### src/rtl/gru_state_blend.sv
// GRU hidden-state blend: h_new = (1 - z)*h_prev + z*h_cand in signed fixed point,
// three-stage globally stalled pipeline with per-vector element count and clamp status.
module gru_state_blend #(
    parameter int DATA_WIDTH  = 8,
    parameter int FRAC_BITS   = 4,
    parameter int COUNT_WIDTH = 8
) (
    input  logic                   clk,
    input  logic                   rst,
    input  logic                   in_valid,
    output logic                   in_ready,
    input  logic [DATA_WIDTH-1:0]  in_z,
    input  logic [DATA_WIDTH-1:0]  in_h_prev,
    input  logic [DATA_WIDTH-1:0]  in_h_cand,
    input  logic                   in_last,
    output logic                   out_valid,
    input  logic                   out_ready,
    output logic [DATA_WIDTH-1:0]  out_h,
    output logic                   out_last,
    output logic [COUNT_WIDTH-1:0] out_count,
    output logic                   out_clamped
);

    localparam int DW = DATA_WIDTH;
    localparam int PW = 2 * DW + 1;
    localparam int SW = 2 * DW + 2;
    localparam logic signed [DW:0]   ONE = (DW + 1)'(1 << FRAC_BITS);
    localparam logic signed [SW-1:0] RND = SW'(1 << (FRAC_BITS - 1));

    logic en;

    // stage 1
    logic                 v1_q, v1_d, last1_q, last1_d, clamp1_q, clamp1_d;
    logic signed [DW:0]   zc_q, zc_d, omz_q, omz_d;
    logic signed [DW-1:0] hp_q, hp_d, hc_q, hc_d;
    // stage 2
    logic                 v2_q, v2_d, last2_q, last2_d, clamp2_q, clamp2_d;
    logic signed [PW-1:0] p0_q, p0_d, p1_q, p1_d;
    // stage 3 and vector status
    logic                   out_valid_q, out_valid_d, out_last_q, out_last_d;
    logic                   out_clamped_q, out_clamped_d, sticky_q, sticky_d;
    logic [DW-1:0]          out_h_q, out_h_d;
    logic [COUNT_WIDTH-1:0] out_count_q, out_count_d, cnt_q, cnt_d;

    logic signed [DW:0]   z_ext, zc_n;
    logic                 clamp_n;
    logic signed [SW-1:0] sum, shifted;

    assign en       = !out_valid_q || out_ready;
    assign in_ready = en;

    always_comb begin
        z_ext   = {in_z[DW-1], in_z};
        zc_n    = z_ext;
        clamp_n = 1'b0;
        if (z_ext[DW]) begin
            zc_n    = '0;
            clamp_n = 1'b1;
        end else if (z_ext > ONE) begin
            zc_n    = ONE;
            clamp_n = 1'b1;
        end

        sum     = SW'(p0_q) + SW'(p1_q) + RND;
        shifted = sum >>> FRAC_BITS;

        v1_d          = v1_q;
        zc_d          = zc_q;
        omz_d         = omz_q;
        hp_d          = hp_q;
        hc_d          = hc_q;
        last1_d       = last1_q;
        clamp1_d      = clamp1_q;
        v2_d          = v2_q;
        p0_d          = p0_q;
        p1_d          = p1_q;
        last2_d       = last2_q;
        clamp2_d      = clamp2_q;
        out_valid_d   = out_valid_q;
        out_h_d       = out_h_q;
        out_last_d    = out_last_q;
        out_count_d   = out_count_q;
        out_clamped_d = out_clamped_q;
        cnt_d         = cnt_q;
        sticky_d      = sticky_q;

        if (en) begin
            v1_d     = in_valid;
            zc_d     = zc_n;
            omz_d    = ONE - zc_n;
            hp_d     = in_h_prev;
            hc_d     = in_h_cand;
            last1_d  = in_last;
            clamp1_d = clamp_n;

            v2_d     = v1_q;
            p0_d     = PW'(omz_q) * PW'(hp_q);
            p1_d     = PW'(zc_q) * PW'(hc_q);
            last2_d  = last1_q;
            clamp2_d = clamp1_q;

            out_valid_d = v2_q;
            if (v2_q) begin
                out_h_d       = shifted[DW-1:0];
                out_last_d    = last2_q;
                out_count_d   = cnt_q + COUNT_WIDTH'(1);
                out_clamped_d = sticky_q | clamp2_q;
                // status restarts on the element after a last, so vectors can abut
                cnt_d    = last2_q ? '0 : cnt_q + COUNT_WIDTH'(1);
                sticky_d = last2_q ? 1'b0 : (sticky_q | clamp2_q);
            end
        end
    end

    always_ff @(posedge clk or posedge rst) begin
        if (rst) begin
            v1_q          <= 1'b0;
            zc_q          <= '0;
            omz_q         <= '0;
            hp_q          <= '0;
            hc_q          <= '0;
            last1_q       <= 1'b0;
            clamp1_q      <= 1'b0;
            v2_q          <= 1'b0;
            p0_q          <= '0;
            p1_q          <= '0;
            last2_q       <= 1'b0;
            clamp2_q      <= 1'b0;
            out_valid_q   <= 1'b0;
            out_h_q       <= '0;
            out_last_q    <= 1'b0;
            out_count_q   <= '0;
            out_clamped_q <= 1'b0;
            cnt_q         <= '0;
            sticky_q      <= 1'b0;
        end else begin
            v1_q          <= v1_d;
            zc_q          <= zc_d;
            omz_q         <= omz_d;
            hp_q          <= hp_d;
            hc_q          <= hc_d;
            last1_q       <= last1_d;
            clamp1_q      <= clamp1_d;
            v2_q          <= v2_d;
            p0_q          <= p0_d;
            p1_q          <= p1_d;
            last2_q       <= last2_d;
            clamp2_q      <= clamp2_d;
            out_valid_q   <= out_valid_d;
            out_h_q       <= out_h_d;
            out_last_q    <= out_last_d;
            out_count_q   <= out_count_d;
            out_clamped_q <= out_clamped_d;
            cnt_q         <= cnt_d;
            sticky_q      <= sticky_d;
        end
    end

    // the blend lies between h_prev and h_cand, so the dropped high bits are sign copies
    always_ff @(posedge clk) begin
        if (!rst && en && v2_q) begin
            assert (shifted[SW-1:DW-1] == '0 || shifted[SW-1:DW-1] == '1);
        end
    end

    assign out_valid   = out_valid_q;
    assign out_h       = out_h_q;
    assign out_last    = out_last_q;
    assign out_count   = out_count_q;
    assign out_clamped = out_clamped_q;

endmodule
### config.mk
export PLATFORM = sky130hd
export DESIGN_NAME = gru_state_blend
export DESIGN_NICKNAME = d
export VERILOG_FILES = /design/src/rtl/gru_state_blend.sv
export SDC_FILE = /design/constraint.sdc
export NUM_CORES = 1
export LEC_CHECK = 0
export CAP_MARGIN = 0
export CORE_MARGIN = 8
export CORE_UTILIZATION = 52
export DETAILED_ROUTE_END_ITERATION = 8
export GPL_ROUTABILITY_DRIVEN = 0
export PLACE_DENSITY = 0.7
export SLEW_MARGIN = 20
export SYNTH_ARGS = -nofsm -noshare
export SYNTH_HDL_FRONTEND = slang
export SYNTH_SLANG_ARGS = --single-unit
### constraint.sdc
create_clock -name clk -period 4.9 [get_ports clk]
set_input_delay 0.49 -clock clk [delete_from_list [all_inputs] [get_ports clk]]
set_output_delay 0.49 -clock clk [all_outputs]
set_load 0.01 [all_outputs]
After elaboration in Yosys (flattened, before gate mapping)
Index checks and enable logic that the tools add are counted.
Widths: inputs -> output; s select.
{"block": "word_totals", "out_inout_bits": 20, "romBits": 0, "regBits": 92, "word_cells": 36, "memories": 0, "in_bits": 29, "latch_bits": 0, "ramBits": 0}
{"block": "op_classes", "div_mod_pow": 0, "n_mul": 2, "bitwise": 1, "shift": 0, "mux": 6, "add_sub_neg": 4, "n_lt_le_gt_ge": 1, "eq_ne": 0, "n_reduce_logical": 3}
{"op": "$mul 9x8->12", "count": 2}
{"op": "$mux 7", "count": 2}
{"op": "$add 12x12->12", "count": 1}
{"op": "$add 12x5->12 const B", "count": 1}
{"op": "$sub 6x9->9 const A", "count": 1}
{"op": "$add 8x1->8 const B", "count": 1}
{"op": "$gt 8x6->1 const B", "count": 1}
{"op": "$mux 8", "count": 1}
{"op": "$mux 1", "count": 3}
{"op": "$reduce_and 2->1", "count": 1}
{"op": "$logic_not 1->1", "count": 1}
{"op": "$logic_or 1x1->1", "count": 1}
{"op": "$or 1x1->1", "count": 1}

Longest topological paths before layout
Gate-level depths: netlist (run 1).
{"block": "logic_depth", "word_depth": 4, "ltp_mapped": 19, "depth_no_buf": 18}

Worst setup path before layout (run 1)
OpenSTA, ideal clock, no wires.
{"block": "synth_path", "path_kind": "register to register", "start": "reg omz_q[0]", "end": "reg p0_q[11]", "slack_ps": 828, "required_ps": 4765, "arrival_ps": 3937, "setup_ps": 135, "path_stages_with_launch": 17, "path_buffers": 1, "path_cell_list": "dfrtp_1 > clkbuf_1 > nand2_1 > fa_1 > fa_1 > inv_1 > ha_1 > inv_1 > fa_1 > inv_1 > ha_1 > a21o_1 > a21oi_1 > o21ai_0 > o41ai_1 > xnor2_1 > o21ai_0"}
{"block": "synth_between", "elab_chain_cells": 1}
{"element": "start: declaration", "line": "34", "text": "logic signed [DW:0] zc_q, zc_d, omz_q, omz_d;"}
{"element": "start signal: assignment", "line": "139", "text": "omz_q <= omz_d;"}
{"element": "$mul 9x8->12", "line": "97", "text": "p0_d = PW'(omz_q) * PW'(hp_q);"}
{"element": "end signal: assignment", "line": "145", "text": "p0_q <= p0_d;"}
{"element": "end: declaration", "line": "38", "text": "logic signed [PW-1:0] p0_q, p0_d, p1_q, p1_d;"}
No other way between the ends.
A chain may end at the register's enable or synchronous reset.

Final worst setup path (run 1)
Same ends and word-level chain as after synthesis.

==> qor.csv, run 1 <==
stage,metric,value,unit
status,status,finished clean,
floorplanning,Initial Util,53.3,%
yosys,Syn. warnings,0,
setup_path,R2R Setup Slk,450,ps
yosys,"Net Count, Synth",986,
yosys,Synth Register Bits,89,
worst_hold_path,Hold Path Origin,v1_q$_DFFE_PP0N_,
global_route,vias in the first global route,5483,
clock_tree,post-CTS setup buffers,0,
floorplanning,DIE WIDTH,135,um
drt,metal1 wirelength,6.64,mm
layout,layout cell share with drive strength beyond 1,3.26,%
drt,DR top layer,met4,
timing,period utilization,90.7,%
placement,I/O Buffers,48,
worst_hold_path,Min-Delay Path Class,register to register,
yosys,asr flop ratio synth,100,%
clock_tree,CTS H-Tree Depth,3,
clock_tree,Post-CTS Hold Buffers,0,
drt,Routed met2 length,6.89,mm
pwr,maximum vdd ir drop,199,uV
drt,Post-Route WL,14.3,mm
clock_tree,CTS buffer count,9,
setup_path,r2r endpoint,p0_q[11]$_DFFE_PP0N_,
job,Max-cap violations,0,
worst_hold_path,hold path depth,2,
global_route,GRT Resource Usage Total,16.7,%
clock_tree,"Clk Latency, worst-skew pair",340,ps
timing,"Hold Vio Cnt, Final",0,
drt,initial DRC count,293,
drt,Via density,5.11,
yosys,Compound-Gate Fraction of Synth Area,7.07,%
yosys,largest family of logic cells by synthesized area,adder cells,
layout,Finished Cell Area,0.00833,mm^2
pwr,total leakage power,4.19,nW
drt,DRC viols,0,
timing,Hold Slack,468,ps
timing,Slew HR,52.8,%
clock_tree,# resized after CTS,0,
global_route,largest net degree at the start of global routing,61,
yosys,Syn Area/Cell,9.06,um^2
yosys,"Seq/Total Area, Yosys",30.1,%
drt,TritonRoute pass-1 iters,5,
yosys,post-synthesis mux area share,0.727,%
setup_path,Worst Setup SP,omz_q[0]$_DFFE_PP0N_,
yosys,Yosys top cell area share,30.1,%
drt,DR WL/cell,13.8,um
floorplanning,Die Span Y,135,um
setup_path,CP required,5100,ps
yosys,cells after synthesis,817,
pwr,Tot Pwr,3.64,mW
drt,met3 wire length,621,um
setup_path,crit path launch type,register,
timing,max-slew violation count,0,
setup_path,worst-path fanout max,17,
timing,Fin Setup TNS,0,ps
timing,Setup Skew,8.58,ps
global_route,GRT overflow,0,
clock_tree,"Clk pin slew, worst setup/hold paths",70,ps
yosys,post-synthesis cell area,0.00740,mm^2
timing,RSZ-0062 raised after global routing,no,
clock_tree,CTS tree,yes,
global_route,first-pass GRT wire length,25.0,mm
clock_tree,# clock sinks,89,
clock_tree,CTS Buffer Depth,2,
yosys,leading area contributor after synthesis,dfrtp_1,
setup_path,R2R cell count,15,
timing,f_max,225,MHz
setup_path,critical path class,register to register,
timing,post-route minimum period,4450,ps
yosys,largest cells by area after synthesis,"dfrtp_1 30%, fa_1 18%, ha_1 12%, nand2_1 9.4%, inv_1 5.7%",
layout,synth-to-layout area growth,12.6,%
floorplanning,Core Area,0.0139,mm^2
timing,Slew @ Worst Pin,707,ps
layout,Inserted Diodes,0,
setup_path,CP endpoint kind,register,
yosys,adder-cell area share of the yosys netlist,30.5,%
yosys,Simple-Gate Fraction of Synth Area,19.5,%
pwr,Pwr Density,437,mW/mm^2
floorplanning,die area,0.0183,mm^2
floorplanning,Site Rows,43,
placement,post-DP HPWL,11.1,mm
drt,final antenna-violating net count,0,
drt,total number of vias,5304,
global_route,initial antenna violation count,0,
placement,post-placement cell area,0.00804,mm^2
setup_path,reg-to-reg critical path startpoint,omz_q[0]$_DFFE_PP0N_,
yosys,Post-Synth XOR/XNOR Area,5.04,%
yosys,ys flop type,dfrtp_1,
layout,Final nets,1022,
clock_tree,Root Driver,clkbuf_16,
setup_path,"Arr. time, crit path",4650,ps
timing,setup violators final,0,
floorplanning,Ports,49,
yosys,number of synthesized flops with an enable pin,0,
worst_hold_path,Hold Path End,v1_q$_DFFE_PP0N_,
yosys,Synth cell types,42,
[synth_stat cells (all sizes together), types with 2 or more instances]
master,number
a21boi,3
mux2i,2
mux2,3
and3,9
buf,4
fa,67
inv,112
nor3,7
nor2b,6
o31ai,5
xnor2,27
nand2b,8
clkbuf,23
nor2,24
ha,73
o21ai,44
nor3b,2
a21o,6
and2,66
o41ai,2
nand3,3
dfrtp,89
a21oi,18
xor2,13
nand2,186
[sequential cells by signal (all words and copies together) (netlist names), 6 cells and up]
signal and cells:
p0_q 12, p1_q 12, omz_q 9, cnt_q 8, hc_q 8, hp_q 8, out_count 8, out_h 8
zc_q 6
[cell families (layout without fill, tap and decap cells)]
| family | count (synthesis) | after routing |
|---|---|---|
| and+or+nand+nor | 315 | 315 |
| adders and majority gates | 140 | 140 |
| buffers and inverters | 140 | 181 |
| DFF | 89 | 89 |
| AOI/OAI and AO/OA | 87 | 87 |
| xor gates and xnor gates | 41 | 41 |
| muxes | 5 | 5 |
[worst max-delay path, cell delays in order (launching register included)]
cell and delay [ps]:
dfrtp_1 610, nand2_1 150, fa_1 490, fa_1 540, inv_1 40, ha_1 270, inv_1 50, fa_1 590
inv_1 60, ha_1 290, a21o_1 180, a21oi_1 230, o21ai_0 190, o41ai_1 370, xnor2_1 170, o21ai_0 90
[layer usage]
layer | up-vias | global-route usage (%)
met3 | 12 | 2.97
li1 | 2627 | -
met4 | 0 | 4.57
met2 | 104 | 28.4
met1 | 2561 | 21.4
met5 | - | 0
[per-stage QoR]
step / utilization, % / std cells / setup slack, ps
after floorplan: - / 817 / 828
after global placement: 57.9 / 1022 / 687
after detailed placement: 57.9 / 1022 / 456
after CTS: 60.0 / 1038 / 451
after global routing: 60.0 / 1038 / 141
final: 60.0 / 1038 / 453
[cell usage in the layout, fill, tap and decap left out, types with 2 or more instances in the layout]
cell	instances
a21boi_0	3
a21o_1	6
a21oi_1	18
and2_1	66
and3_1	9
buf_4	4
clkbuf_16	9
clkdlybuf4s50_1	48
clkinvlp_4	2
dfrtp_1	89
fa_1	67
ha_1	73
inv_1	111
inv_6	3
mux2_2	3
mux2i_1	2
nand2_1	186
nand2b_1	8
nand3_1	3
nor2_1	24
nor2b_1	5
nor3_1	7
nor3b_1	2
o21ai_0	42
o21ai_1	2
o31ai_1	5
o41ai_1	2
xnor2_1	27
xor2_1	13
[power breakdown]
group	switching, mW	internal (mW)
clock network	0.309	0.364
registers	0.215	0.938
logic	0.976	0.838
total	1.50	2.14
[layout make-up]
type | count | area (um^2)
inverter | 113 | 427
clock buffer | 10 | 239
clock inverter | 6 | 50.0
tap | 180 | 225
multi-input combinational | 588 | 4650
sequential | 89 | 2230
fill | 1193 | 5550
timing repair buffer | 52 | 510
[worst max-delay path by stage]
stage / cells past startpoint / slack (ps) / endpoint
finish: 15 / 450 / p0_q[11]$_DFFE_PP0N_
global route: 15 / 140 / p0_q[11]$_DFFE_PP0N_
floorplan: 16 / 830 / p0_q[11]$_DFFE_PP0N_
CTS: 15 / 450 / p0_q[11]$_DFFE_PP0N_
detailed placement: 15 / 460 / p0_q[11]$_DFFE_PP0N_
global placement: 15 / 690 / p0_q[11]$_DFFE_PP0N_
Power figures use the tool's default switching activity.
==> run 2: changes to the inputs <==
--- a/config.mk
+++ b/config.mk
@@ -11,7 +11,6 @@
 export DETAILED_ROUTE_END_ITERATION = 8
 export GPL_ROUTABILITY_DRIVEN = 0
 export PLACE_DENSITY = 0.7
-export SLEW_MARGIN = 20
 export SYNTH_ARGS = -nofsm -noshare
 export SYNTH_HDL_FRONTEND = slang
 export SYNTH_SLANG_ARGS = --single-unit
==> qor.csv, run 2 (synthesis gave the netlist of run 1 again) <==
stage,metric,value,unit,change
status,status,finished clean,,unchanged
setup_path,R2R cell count,15,,unchanged
floorplanning,Die Span Y,135,um,unchanged
clock_tree,"Clk Latency, worst-skew pair",340,ps,about the same
setup_path,r2r endpoint,p0_q[11]$_DFFE_PP0N_,,unchanged
timing,"Hold Vio Cnt, Final",0,,unchanged
global_route,first-pass GRT wire length,25.0,mm,unchanged
layout,layout cell share with drive strength beyond 1,3.26,%,unchanged
global_route,GRT overflow,0,,unchanged
setup_path,CP required,5100,ps,about the same
pwr,total leakage power,4.19,nW,about the same
layout,Largest regs,"p0_q x12, p1_q x12, omz_q x9",,unchanged
setup_path,crit path max-delay cell type,dfrtp_1,,unchanged
timing,PnR worst setup slack,453,ps,unchanged
timing,Slew @ Worst Pin,989,ps,was 707 ps
pwr,maximum vdd ir drop,199,uV,about the same
layout,"commonest cells after routing, fill and taps aside","186 x nand2_1, 111 x inv_1, 89 x dfrtp_1, 73 x ha_1, 67 x fa_1",,unchanged
timing,Slew HR,34.1,%,was 52.8%
clock_tree,Root Driver,clkbuf_16,,unchanged
placement,post-placement cell area,0.00804,mm^2,unchanged
worst_hold_path,Min-Delay Path Class,register to register,,unchanged
timing,f_max,225,MHz,unchanged
setup_path,R2R Setup Slk,450,ps,about the same
floorplanning,Initial Util,53.3,%,unchanged
global_route,initial antenna violation count,0,,unchanged
setup_path,critical path class,register to register,,unchanged
clock_tree,CTS Buffer Depth,2,,unchanged
drt,Via density,5.11,,unchanged
timing,max-slew violation count,0,,unchanged
drt,TritonRoute pass-1 iters,5,,unchanged
worst_hold_path,Hold Path End,v1_q$_DFFE_PP0N_,,unchanged
timing,period utilization,90.7,%,unchanged
clock_tree,CTS H-Tree Depth,3,,unchanged
drt,DRC viols,0,,unchanged
drt,initial DRC count,293,,unchanged
pwr,Tot Pwr,3.64,mW,about the same
timing,Setup Skew,8.58,ps,unchanged
setup_path,"Arr. time, crit path",4650,ps,about the same
clock_tree,Post-CTS Hold Buffers,0,,unchanged
clock_tree,CTS buffer count,9,,unchanged
layout,Inserted Diodes,0,,unchanged
floorplanning,Ports,49,,unchanged
setup_path,reg-to-reg critical path startpoint,omz_q[0]$_DFFE_PP0N_,,unchanged
timing,RSZ-0062 raised after global routing,no,,unchanged
setup_path,CP cell instances,nand2_1 -> fa_1 -> fa_1 -> inv_1 -> ha_1 -> inv_1 -> fa_1 -> inv_1 -> ha_1 -> a21o_1 -> a21oi_1 -> o21ai_0 -> o41ai_1 -> xnor2_1 -> o21ai_0,,unchanged
clock_tree,# resized after CTS,0,,unchanged
placement,Post-Place Worst Slack,456,ps,unchanged
setup_path,largest stage delay on the critical path,610,ps,about the same
setup_path,crit path launch type,register,,unchanged
floorplanning,DIE WIDTH,135,um,unchanged
worst_hold_path,hold path depth,2,,unchanged
layout,Final nets,1022,,unchanged
layout,synth-to-layout area growth,12.6,%,about the same
clock_tree,# clock sinks,89,,unchanged
setup_path,WP buf/inv,3,,unchanged
setup_path,worst-path fanout max,17,,unchanged
layout,Finished Cell Area,0.00833,mm^2,about the same
timing,Fin Setup TNS,0,ps,unchanged
setup_path,"CP delay by family, top",adder cells,,unchanged
global_route,vias in the first global route,5483,,unchanged
floorplanning,Core Area,0.0139,mm^2,unchanged
placement,I/O Buffers,48,,unchanged
worst_hold_path,Hold Path Origin,v1_q$_DFFE_PP0N_,,unchanged
clock_tree,CTS tree,yes,,unchanged
drt,Post-Route WL,14.3,mm,about the same
pwr,Pwr Density,437,mW/mm^2,about the same
layout,"most common cell after layout, fill and taps aside",nand2_1,,unchanged
floorplanning,Site Rows,43,,unchanged
drt,total number of vias,5304,,unchanged
global_route,GRT Resource Usage Total,16.7,%,unchanged
timing,post-route minimum period,4450,ps,unchanged
drt,final antenna-violating net count,0,,unchanged
drt,DR WL/cell,13.8,um,about the same
clock_tree,"Clk pin slew, worst setup/hold paths",70,ps,about the same
global_route,largest net degree at the start of global routing,61,,unchanged
timing,setup violators final,0,,unchanged
setup_path,CP endpoint kind,register,,unchanged
floorplanning,die area,0.0183,mm^2,unchanged
job,Max-cap violations,0,,unchanged
placement,post-DP HPWL,11.1,mm,unchanged
clock_tree,post-CTS setup buffers,0,,unchanged
## run 2: cell types whose count changed in the layout (fill, tap and decap cells not counted)
cell,before,now
clkinv_2,0,1
inv_4,1,0
## run 2: worst register-to-register path: cells and delay by family (launching register included)
kind,cells,cell delay (ps)
AOI/OAI and AO/OA,5,1060
xor gates and xnor gates,1,170
adders and majority gates,5,2180
buffers and inverters,3,150
DFF,1,610
and+or+nand+nor,1,150
## run 2: routing by layer
| layer | vias to the layer above | track usage [%] | share of wire [%] |
|---|---|---|---|
| li1 | 2627 | - | - |
| met3 | 12 | 2.97 | 4.3 |
| met2 | 104 | 28.4 | 48 |
| met5 | - | 0 | 0 |
| met4 | 0 | 4.57 | 1.1 |
| met1 | 2561 | 21.4 | 46 |
## run 2: power by group
part	switching, mW	leakage, nW	internal (mW)
combinational	0.976	2.93	0.838
sequential	0.215	1.13	0.938
clock	0.309	0.136	0.364
total	1.50	4.19	2.14
## run 2: worst max path at each step
| stage | start | endpoint | slack, ps | cells past startpoint |
|---|---|---|---|---|
| floorplan | omz_q[0]$_DFFE_PP0N_ | p0_q[11]$_DFFE_PP0N_ | 830 | 16 |
| global placement | omz_q[0]$_DFFE_PP0N_ | p0_q[11]$_DFFE_PP0N_ | 690 | 15 |
| detailed placement | omz_q[0]$_DFFE_PP0N_ | p0_q[11]$_DFFE_PP0N_ | 460 | 15 |
| CTS | omz_q[0]$_DFFE_PP0N_ | p0_q[11]$_DFFE_PP0N_ | 450 | 15 |
| global route | omz_q[0]$_DFFE_PP0N_ | p0_q[11]$_DFFE_PP0N_ | 140 | 15 |
| finish | omz_q[0]$_DFFE_PP0N_ | p0_q[11]$_DFFE_PP0N_ | 450 | 15 |
## run 2: final cells by class
class                           instances  area, um^2
Sequential cell                        89        2230
Tap cell                              180         225
Fill cell                            1192        5550
Timing Repair Buffer                   52         510
Inverter                              113         425
Multi-Input combinational cell        588        4650
Clock inverter                          6        50.0
Clock buffer                           10         239
## run 2: metrics by stage
| stage | utilization (%) | instances | hold slack, ps |
|---|---|---|---|
| after floorplan | - | 817 | 439 |
| after global placement | 57.9 | 1022 | 451 |
| after detailed placement | 57.9 | 1022 | 456 |
| after CTS | 60.0 | 1038 | 470 |
| after global routing | 60.0 | 1038 | 505 |
| final | 60.0 | 1038 | 468 |
==> run 3: changes to the inputs <==
--- a/config.mk
+++ b/config.mk
@@ -11,6 +11,7 @@
 export DETAILED_ROUTE_END_ITERATION = 8
 export GPL_ROUTABILITY_DRIVEN = 0
 export PLACE_DENSITY = 0.7
+export SKIP_CTS_REPAIR_TIMING = 1
 export SYNTH_ARGS = -nofsm -noshare
 export SYNTH_HDL_FRONTEND = slang
 export SYNTH_SLANG_ARGS = --single-unit
==> results of run 3 <==
Same layout as run 2: the final DEF is identical, and so are final timing and power.
